$ cat config.mk
export PLATFORM = sky130hd
export DESIGN_NAME = alu_seq_flat
export DESIGN_NICKNAME = d
export VERILOG_FILES = /design/src/rtl/alu_seq_pkg.sv /design/src/rtl/alu_seq_if.sv /design/src/rtl/alu_seq_mul.sv /design/src/rtl/alu_seq.sv /design/src/flat_wrapper.sv
export SDC_FILE = /design/constraint.sdc
export NUM_CORES = 1
export LEC_CHECK = 0
export CORE_MARGIN = 4
export CORE_UTILIZATION = 49
export CTS_CLUSTER_DIAMETER = 150
export DETAILED_ROUTE_END_ITERATION = 6
export PLACE_DENSITY = 0.83
export SLEW_MARGIN = 20
export SYNTH_ARGS = -nofsm -noshare
export SYNTH_HDL_FRONTEND = slang
export SYNTH_SLANG_ARGS = --single-unit
$ cat constraint.sdc
create_clock -name clk -period 2.7 [get_ports clk]
set_input_delay 0.675 -clock clk [delete_from_list [all_inputs] [get_ports clk]]
set_output_delay 0.675 -clock clk [all_outputs]
set_load 0.01 [all_outputs]
$ cat src/rtl/alu_seq_pkg.sv
// Shared constants and FSM state type for the alu_seq command front-end.
package alu_seq_pkg;

  localparam logic [2:0] ALU_ADD  = 3'd0;
  localparam logic [2:0] ALU_SUB  = 3'd1;
  localparam logic [2:0] ALU_INV  = 3'd2;
  localparam logic [2:0] ALU_AND  = 3'd3;
  localparam logic [2:0] ALU_OR   = 3'd4;
  localparam logic [2:0] ALU_XOR  = 3'd5;
  localparam logic [2:0] ALU_LESS = 3'd6;
  localparam logic [2:0] ALU_EQ   = 3'd7;

  localparam logic [3:0] OP_MUL = 4'd8;
  localparam logic [3:0] OP_MAX = 4'd9;
  localparam logic [3:0] OP_MIN = 4'd10;

  typedef enum logic [2:0] {
    StIdle,
    StExec,
    StMulStep,
    StSel,
    StResp
  } state_e;

endpackage

$ cat src/rtl/alu_seq_if.sv
// Command, response and ALU-side signal bundle for alu_seq; slave is the block's view.
interface alu_seq_if;
  logic       cmd_valid;
  logic       cmd_ready;
  logic [3:0] cmd_op;
  logic [3:0] cmd_a;
  logic [3:0] cmd_b;
  logic [3:0] alu_a;
  logic [3:0] alu_b;
  logic [2:0] alu_func;
  logic [3:0] alu_result;
  logic       alu_z;
  logic       alu_l;
  logic       rsp_valid;
  logic       rsp_ready;
  logic [3:0] rsp_result;
  logic       rsp_z;
  logic       rsp_l;
  logic       rsp_err;

  modport slave (
    input  cmd_valid, cmd_op, cmd_a, cmd_b, alu_result, alu_z, alu_l, rsp_ready,
    output cmd_ready, alu_a, alu_b, alu_func, rsp_valid, rsp_result, rsp_z, rsp_l, rsp_err
  );

  modport master (
    output cmd_valid, cmd_op, cmd_a, cmd_b, alu_result, alu_z, alu_l, rsp_ready,
    input  cmd_ready, alu_a, alu_b, alu_func, rsp_valid, rsp_result, rsp_z, rsp_l, rsp_err
  );
endinterface

$ cat src/rtl/alu_seq_mul.sv
// Shift-add multiply helper: step counter, accumulator and operands for the next ADD issue.
module alu_seq_mul (
  input  logic       clk,
  input  logic       rst_n,
  input  logic       start,
  input  logic       active,
  input  logic [3:0] a,
  input  logic [3:0] b,
  input  logic [3:0] alu_result,
  output logic [3:0] acc_next,
  output logic [3:0] op_a,
  output logic [3:0] op_b,
  output logic       last
);

  logic [1:0] step_q, step_d;
  logic [3:0] acc_q, acc_d;

  always_comb begin
    acc_d  = acc_q;
    step_d = step_q;
    if (start) begin
      acc_d  = '0;
      step_d = '0;
    end else if (active) begin
      acc_d  = alu_result;
      step_d = step_q + 2'd1;
    end
  end

  always_ff @(posedge clk or negedge rst_n) begin
    if (!rst_n) begin
      acc_q  <= '0;
      step_q <= '0;
    end else begin
      acc_q  <= acc_d;
      step_q <= step_d;
    end
  end

  // Operands are registered by the top, so they are formed for the step issued next cycle.
  assign acc_next = acc_d;
  assign op_a     = acc_d;
  assign op_b     = b[step_d] ? (a << step_d) : 4'd0;
  assign last     = active && (step_q == 2'd3);

endmodule

$ cat src/rtl/alu_seq.sv
// Sequential command front-end for the 4-bit ALU; MUL is built only when ALU_SEQ_MUL_EN is defined.
module alu_seq
  import alu_seq_pkg::*;
(
  input  logic      clk,
  input  logic      rst_n,
  alu_seq_if.slave  bus
);

  state_e     state_q, state_d;
  logic [3:0] op_q, op_d, a_q, a_d, b_q, b_d;
  logic [3:0] alu_a_q, alu_a_d, alu_b_q, alu_b_d;
  logic [2:0] alu_func_q, alu_func_d;
  logic [3:0] res_q, res_d;
  logic       z_q, z_d, l_q, l_d, err_q, err_d;

`ifdef ALU_SEQ_MUL_EN
  logic       mul_start, mul_active, mul_last;
  logic [3:0] mul_in_a, mul_in_b, mul_acc_next, mul_op_a, mul_op_b;

  assign mul_start  = (state_q == StIdle) && bus.cmd_valid && (bus.cmd_op == OP_MUL);
  assign mul_active = (state_q == StMulStep);
  assign mul_in_a   = (state_q == StIdle) ? bus.cmd_a : a_q;
  assign mul_in_b   = (state_q == StIdle) ? bus.cmd_b : b_q;

  alu_seq_mul u_mul (
    .clk        (clk),
    .rst_n      (rst_n),
    .start      (mul_start),
    .active     (mul_active),
    .a          (mul_in_a),
    .b          (mul_in_b),
    .alu_result (bus.alu_result),
    .acc_next   (mul_acc_next),
    .op_a       (mul_op_a),
    .op_b       (mul_op_b),
    .last       (mul_last)
  );
`endif

  always_comb begin
    state_d    = state_q;
    op_d       = op_q;
    a_d        = a_q;
    b_d        = b_q;
    alu_a_d    = '0;
    alu_b_d    = '0;
    alu_func_d = '0;
    res_d      = res_q;
    z_d        = z_q;
    l_d        = l_q;
    err_d      = err_q;
    case (state_q)
      StIdle: begin
        if (bus.cmd_valid) begin
          op_d = bus.cmd_op;
          a_d  = bus.cmd_a;
          b_d  = bus.cmd_b;
          if (!bus.cmd_op[3]) begin
            state_d    = StExec;
            alu_func_d = bus.cmd_op[2:0];
            alu_a_d    = bus.cmd_a;
            alu_b_d    = bus.cmd_b;
`ifdef ALU_SEQ_MUL_EN
          end else if (bus.cmd_op == OP_MUL) begin
            state_d    = StMulStep;
            alu_func_d = ALU_ADD;
            alu_a_d    = mul_op_a;
            alu_b_d    = mul_op_b;
`endif
          end else if (bus.cmd_op == OP_MAX || bus.cmd_op == OP_MIN) begin
            state_d    = StSel;
            alu_func_d = ALU_LESS;
            alu_a_d    = bus.cmd_a;
            alu_b_d    = bus.cmd_b;
          end else begin
            state_d = StResp;
            res_d   = '0;
            z_d     = 1'b0;
            l_d     = 1'b0;
            err_d   = 1'b1;
          end
        end
      end
      StExec: begin
        state_d = StResp;
        res_d   = bus.alu_result;
        z_d     = bus.alu_z;
        l_d     = bus.alu_l;
        err_d   = 1'b0;
      end
`ifdef ALU_SEQ_MUL_EN
      StMulStep: begin
        if (mul_last) begin
          state_d = StResp;
          res_d   = mul_acc_next;
          z_d     = (mul_acc_next == 4'd0);
          l_d     = 1'b0;
          err_d   = 1'b0;
        end else begin
          alu_func_d = ALU_ADD;
          alu_a_d    = mul_op_a;
          alu_b_d    = mul_op_b;
        end
      end
`endif
      StSel: begin
        state_d = StResp;
        z_d     = 1'b0;
        l_d     = bus.alu_l;
        err_d   = 1'b0;
        if (op_q == OP_MAX) res_d = bus.alu_l ? b_q : a_q;
        else                res_d = bus.alu_l ? a_q : b_q;
      end
      StResp: begin
        if (bus.rsp_ready) state_d = StIdle;
      end
      default: state_d = StIdle;
    endcase
  end

  always_ff @(posedge clk or negedge rst_n) begin
    if (!rst_n) begin
      state_q    <= StIdle;
      op_q       <= '0;
      a_q        <= '0;
      b_q        <= '0;
      alu_a_q    <= '0;
      alu_b_q    <= '0;
      alu_func_q <= '0;
      res_q      <= '0;
      z_q        <= 1'b0;
      l_q        <= 1'b0;
      err_q      <= 1'b0;
    end else begin
      state_q    <= state_d;
      op_q       <= op_d;
      a_q        <= a_d;
      b_q        <= b_d;
      alu_a_q    <= alu_a_d;
      alu_b_q    <= alu_b_d;
      alu_func_q <= alu_func_d;
      res_q      <= res_d;
      z_q        <= z_d;
      l_q        <= l_d;
      err_q      <= err_d;
    end
  end

  // Gated by rst_n so every output reads 0 while reset is held.
  assign bus.cmd_ready  = rst_n && (state_q == StIdle);
  assign bus.rsp_valid  = (state_q == StResp);
  assign bus.rsp_result = res_q;
  assign bus.rsp_z      = z_q;
  assign bus.rsp_l      = l_q;
  assign bus.rsp_err    = err_q;
  assign bus.alu_a      = alu_a_q;
  assign bus.alu_b      = alu_b_q;
  assign bus.alu_func   = alu_func_q;

endmodule
$ cat src/flat_wrapper.sv
// flat-port wrapper written by rule: the top's interface ports become plain ports
module alu_seq_flat import alu_seq_pkg::*;
  (clk, rst_n, bus_cmd_valid, bus_cmd_op, bus_cmd_a, bus_cmd_b, bus_alu_result, bus_alu_z, bus_alu_l, bus_rsp_ready, bus_cmd_ready, bus_alu_a, bus_alu_b, bus_alu_func, bus_rsp_valid, bus_rsp_result, bus_rsp_z, bus_rsp_l, bus_rsp_err);
  alu_seq_if bus_i ();
  input  logic clk;
  input  logic rst_n;
  input wire logic [$bits(bus_i.cmd_valid)-1:0] bus_cmd_valid;
  input wire logic [$bits(bus_i.cmd_op)-1:0] bus_cmd_op;
  input wire logic [$bits(bus_i.cmd_a)-1:0] bus_cmd_a;
  input wire logic [$bits(bus_i.cmd_b)-1:0] bus_cmd_b;
  input wire logic [$bits(bus_i.alu_result)-1:0] bus_alu_result;
  input wire logic [$bits(bus_i.alu_z)-1:0] bus_alu_z;
  input wire logic [$bits(bus_i.alu_l)-1:0] bus_alu_l;
  input wire logic [$bits(bus_i.rsp_ready)-1:0] bus_rsp_ready;
  output wire logic [$bits(bus_i.cmd_ready)-1:0] bus_cmd_ready;
  output wire logic [$bits(bus_i.alu_a)-1:0] bus_alu_a;
  output wire logic [$bits(bus_i.alu_b)-1:0] bus_alu_b;
  output wire logic [$bits(bus_i.alu_func)-1:0] bus_alu_func;
  output wire logic [$bits(bus_i.rsp_valid)-1:0] bus_rsp_valid;
  output wire logic [$bits(bus_i.rsp_result)-1:0] bus_rsp_result;
  output wire logic [$bits(bus_i.rsp_z)-1:0] bus_rsp_z;
  output wire logic [$bits(bus_i.rsp_l)-1:0] bus_rsp_l;
  output wire logic [$bits(bus_i.rsp_err)-1:0] bus_rsp_err;
  assign bus_i.cmd_valid = bus_cmd_valid;
  assign bus_i.cmd_op = bus_cmd_op;
  assign bus_i.cmd_a = bus_cmd_a;
  assign bus_i.cmd_b = bus_cmd_b;
  assign bus_i.alu_result = bus_alu_result;
  assign bus_i.alu_z = bus_alu_z;
  assign bus_i.alu_l = bus_alu_l;
  assign bus_i.rsp_ready = bus_rsp_ready;
  assign bus_cmd_ready = bus_i.cmd_ready;
  assign bus_alu_a = bus_i.alu_a;
  assign bus_alu_b = bus_i.alu_b;
  assign bus_alu_func = bus_i.alu_func;
  assign bus_rsp_valid = bus_i.rsp_valid;
  assign bus_rsp_result = bus_i.rsp_result;
  assign bus_rsp_z = bus_i.rsp_z;
  assign bus_rsp_l = bus_i.rsp_l;
  assign bus_rsp_err = bus_i.rsp_err;
  alu_seq u_core (.clk(clk), .rst_n(rst_n), .bus(bus_i));
endmodule
==> qor.txt <==
outcome - completed
vias in the first global route - 1,176
max-slew violations - 0
CTS tree - yes
vias per cell - 5.289
highest net fanout along the worst path - 14
clk buf depth - 2
Top Usage Layer GRT - met2
DRC errors left - 0
CTS Buf Count - 5
max frequency - 390.4 MHz
Root Driver - clkbuf_4
share of cells above drive strength 1 - 5.584%
Final Hold Fails - 0
ys async rst share - 100.0%
post-synthesis sequential area ratio - 59.46%
worst hold slack - 495.9 ps
Die Wd - 61.24 µm
total gr overflow - 0
Post-Syn Nets - 171
min Tclk post-route - 2561 ps
Worst R2R Path Depth - 4
postcts setup bufs - 0
Synth Register Bits - 33
All-Layer GR Usage - 19.69%
r2r endpoint - u_core.bus.rsp_result[2]$_DFFE_PN0P_
initial drt markers - 41
Buffers on Ports - 41
setup violators final - 0
first-pass iteration count of the detailed router - 4
chip height - 61.24 µm
post-synth top area share - 59.46%
synth warn - 0
hold crit path type - reg2reg
Max-Cap Viols - 0
HPWL Detailed - 2305 µm
die area - 3750 µm²
syn avg cell area - 9.321 µm²
largest net degree at the start of global routing - 34
initial antenna violation count - 0
Worst Setup EP - bus_cmd_ready
CTS H-tree depth - 2
Core Region - 2734 µm²
EDFF count, synth - 0
final setup TNS - 0 ps
CP Launch Point - u_core.state_q[1]$_DFFE_PN0P_
layout overhead on the synthesized area - 36.40%
met3 Use GR - 5.660%
max_slew headroom - 66.13%
crit path DAT - 1890 ps
Worst-Margin Slew - 506.9 ps
Initial Util - 50.80%
Startpoint Class - flip-flop
met2 usage - 32.63%
Netlist cell types - 22
cts repair resizes - 0
P_leak - 0.9121 nW
hold-fix buffers at CTS - 0
first-pass GRT wire length - 5368 µm
Tcrit/Tclk final - 94.86%
post-DR wirelength/cell - 13.85 µm
slowest stage cell on the critical path - dfrtp_1
I/O pins - 42
clk sinks - 33
Clock transition at path regs - 90 ps
met1 Usage GRT - 24.80%
synth top area cells - dfrtp_1 59%, nand2_1 11%, nor2_1 9.2%
synthesized area - 1389 µm²
Critical Path Max Stage Delay - 560 ps
Cells after Synth - 149
Site Rows - 19
Nets - 218
commonest cells in the synthesized netlist - 40 x nand2_1, 34 x nor2_1, 33 x dfrtp_1, 8 x o21ai_0, 5 x a32o_1
routed via count - 1,206
most common cell in the netlist - nand2_1
slack of the worst reg-to-reg path - 1050 ps
crit-path cells - nor3_1 -> and2_1 -> clkdlybuf4s50_1
reg2reg start - u_core.state_q[1]$_DFFE_PN0P_
Total Wirelength - 3158 µm
antenna diode count - 0
Peak supply drop - 587.2 µV
power per cell area - 815.7 nW/µm²
final antenna-violating net count - 0
Worst-Skew Late Latency - 320 ps
RD Place Congestion - 0.8597
ys flop type - dfrtp_1
Yosys top cell by area - dfrtp_1
Setup CP Type - reg2out
Critical Path RT - 2030 ps
RSZ-0062 raised after global routing - false
clock skew - 2.184 ps
Setup crit end kind - primary output
where the power goes:
part	internal [mW]	switching (mW)	total (mW)	leakage, nW
clock network	0.0991	0.155	0.254	0.0320
registers	0.657	0.117	0.774	0.427
logic	0.273	0.244	0.517	0.453
area by class of cell:
type	instances	area (µm²)
clock buffers	6	41.29
clock inverters	2	10.01
fillers	229	839.6
inverters	2	7.507
multi-input cells	110	538.0
flip-flops and latches	33	825.8
well taps	31	38.79
repair buffers	44	432.9
metal layers:
metal	wire length, µm	vias to the layer above
met5	0	-
met4	42	0
met3	232	4
met2	1572	38
met1	1310	577
li1	-	587
per-stage QoR:
stage | total power [mW] | instances | instance area (µm²) | util [%] | setup WS [ps]
2_1_floorplan | 1.032 | 149 | 1389 | - | 1147
3_3_place_gp | 1.276 | 220 | 1843 | 67.41 | 219.0
3_5_place_dp | 1.305 | 220 | 1843 | 67.41 | 220.9
4_1_cts | 1.562 | 228 | 1894 | 69.29 | 127.8
5_1_grt | 1.660 | 228 | 1894 | 69.29 | 53.94
6_report | 1.545 | 228 | 1894 | 69.29 | 138.7
cells by family after synthesis:
kind of cell              share of synthesized area [%]
DFF                                               59.46
AOI/OAI and AO/OA                                 9.279
buffers and inverters                             1.802
and+or+nand+nor                                   28.83
xor gates and xnor gates                         0.6307
flip-flops by register name, summed over array words and instances, names as in the netlist:
signal and flops:
u_core.b_q 4, u_core.bus.rsp_z 1, u_core.bus.alu_b 4, u_core.bus.alu_a 4, u_core.a_q 4, u_core.bus.alu_func 3
u_core.op_q 4, u_core.state_q 3, u_core.bus.rsp_result 4, u_core.bus.rsp_l 1, u_core.bus.rsp_err 1
cell usage in the layout, fill, tap and decap left out, drive strengths merged:
cell	count
clkdlybuf4s50	41
nor2b	1
clkbuf	6
and2	1
nand2	40
buf	3
and3	1
inv	2
nor3b	3
clkinv	2
nand2b	4
and3b	2
nor3	2
xnor2	1
nor2	34
a21oi	2
a22o	1
a32o	5
o21ai	9
nor4b	1
dfrtp	33
o21a	2
nand3	1
how the worst min path moves through the flow:
stage,start,to,slack (ps),cells after the start
6_report,u_core.op_q[1]$_DFFE_PN0P_,u_core.op_q[1]$_DFFE_PN0P_,500,2
5_1_grt,u_core.op_q[1]$_DFFE_PN0P_,u_core.op_q[1]$_DFFE_PN0P_,520,2
4_1_cts,u_core.op_q[1]$_DFFE_PN0P_,u_core.op_q[1]$_DFFE_PN0P_,500,2
3_5_place_dp,u_core.op_q[1]$_DFFE_PN0P_,u_core.op_q[1]$_DFFE_PN0P_,470,2
3_3_place_gp,u_core.op_q[2]$_DFFE_PN0P_,u_core.op_q[2]$_DFFE_PN0P_,460,2
2_1_floorplan,rst_n,u_core.a_q[0]$_DFFE_PN0P_,380,0
critical path: cells and delay by family (launching register included):
family,cells,cell delay (ps)
DFF,1,560
buffers and inverters,1,530
and+or+nand+nor,2,480
Power figures use the tool's default switching activity.
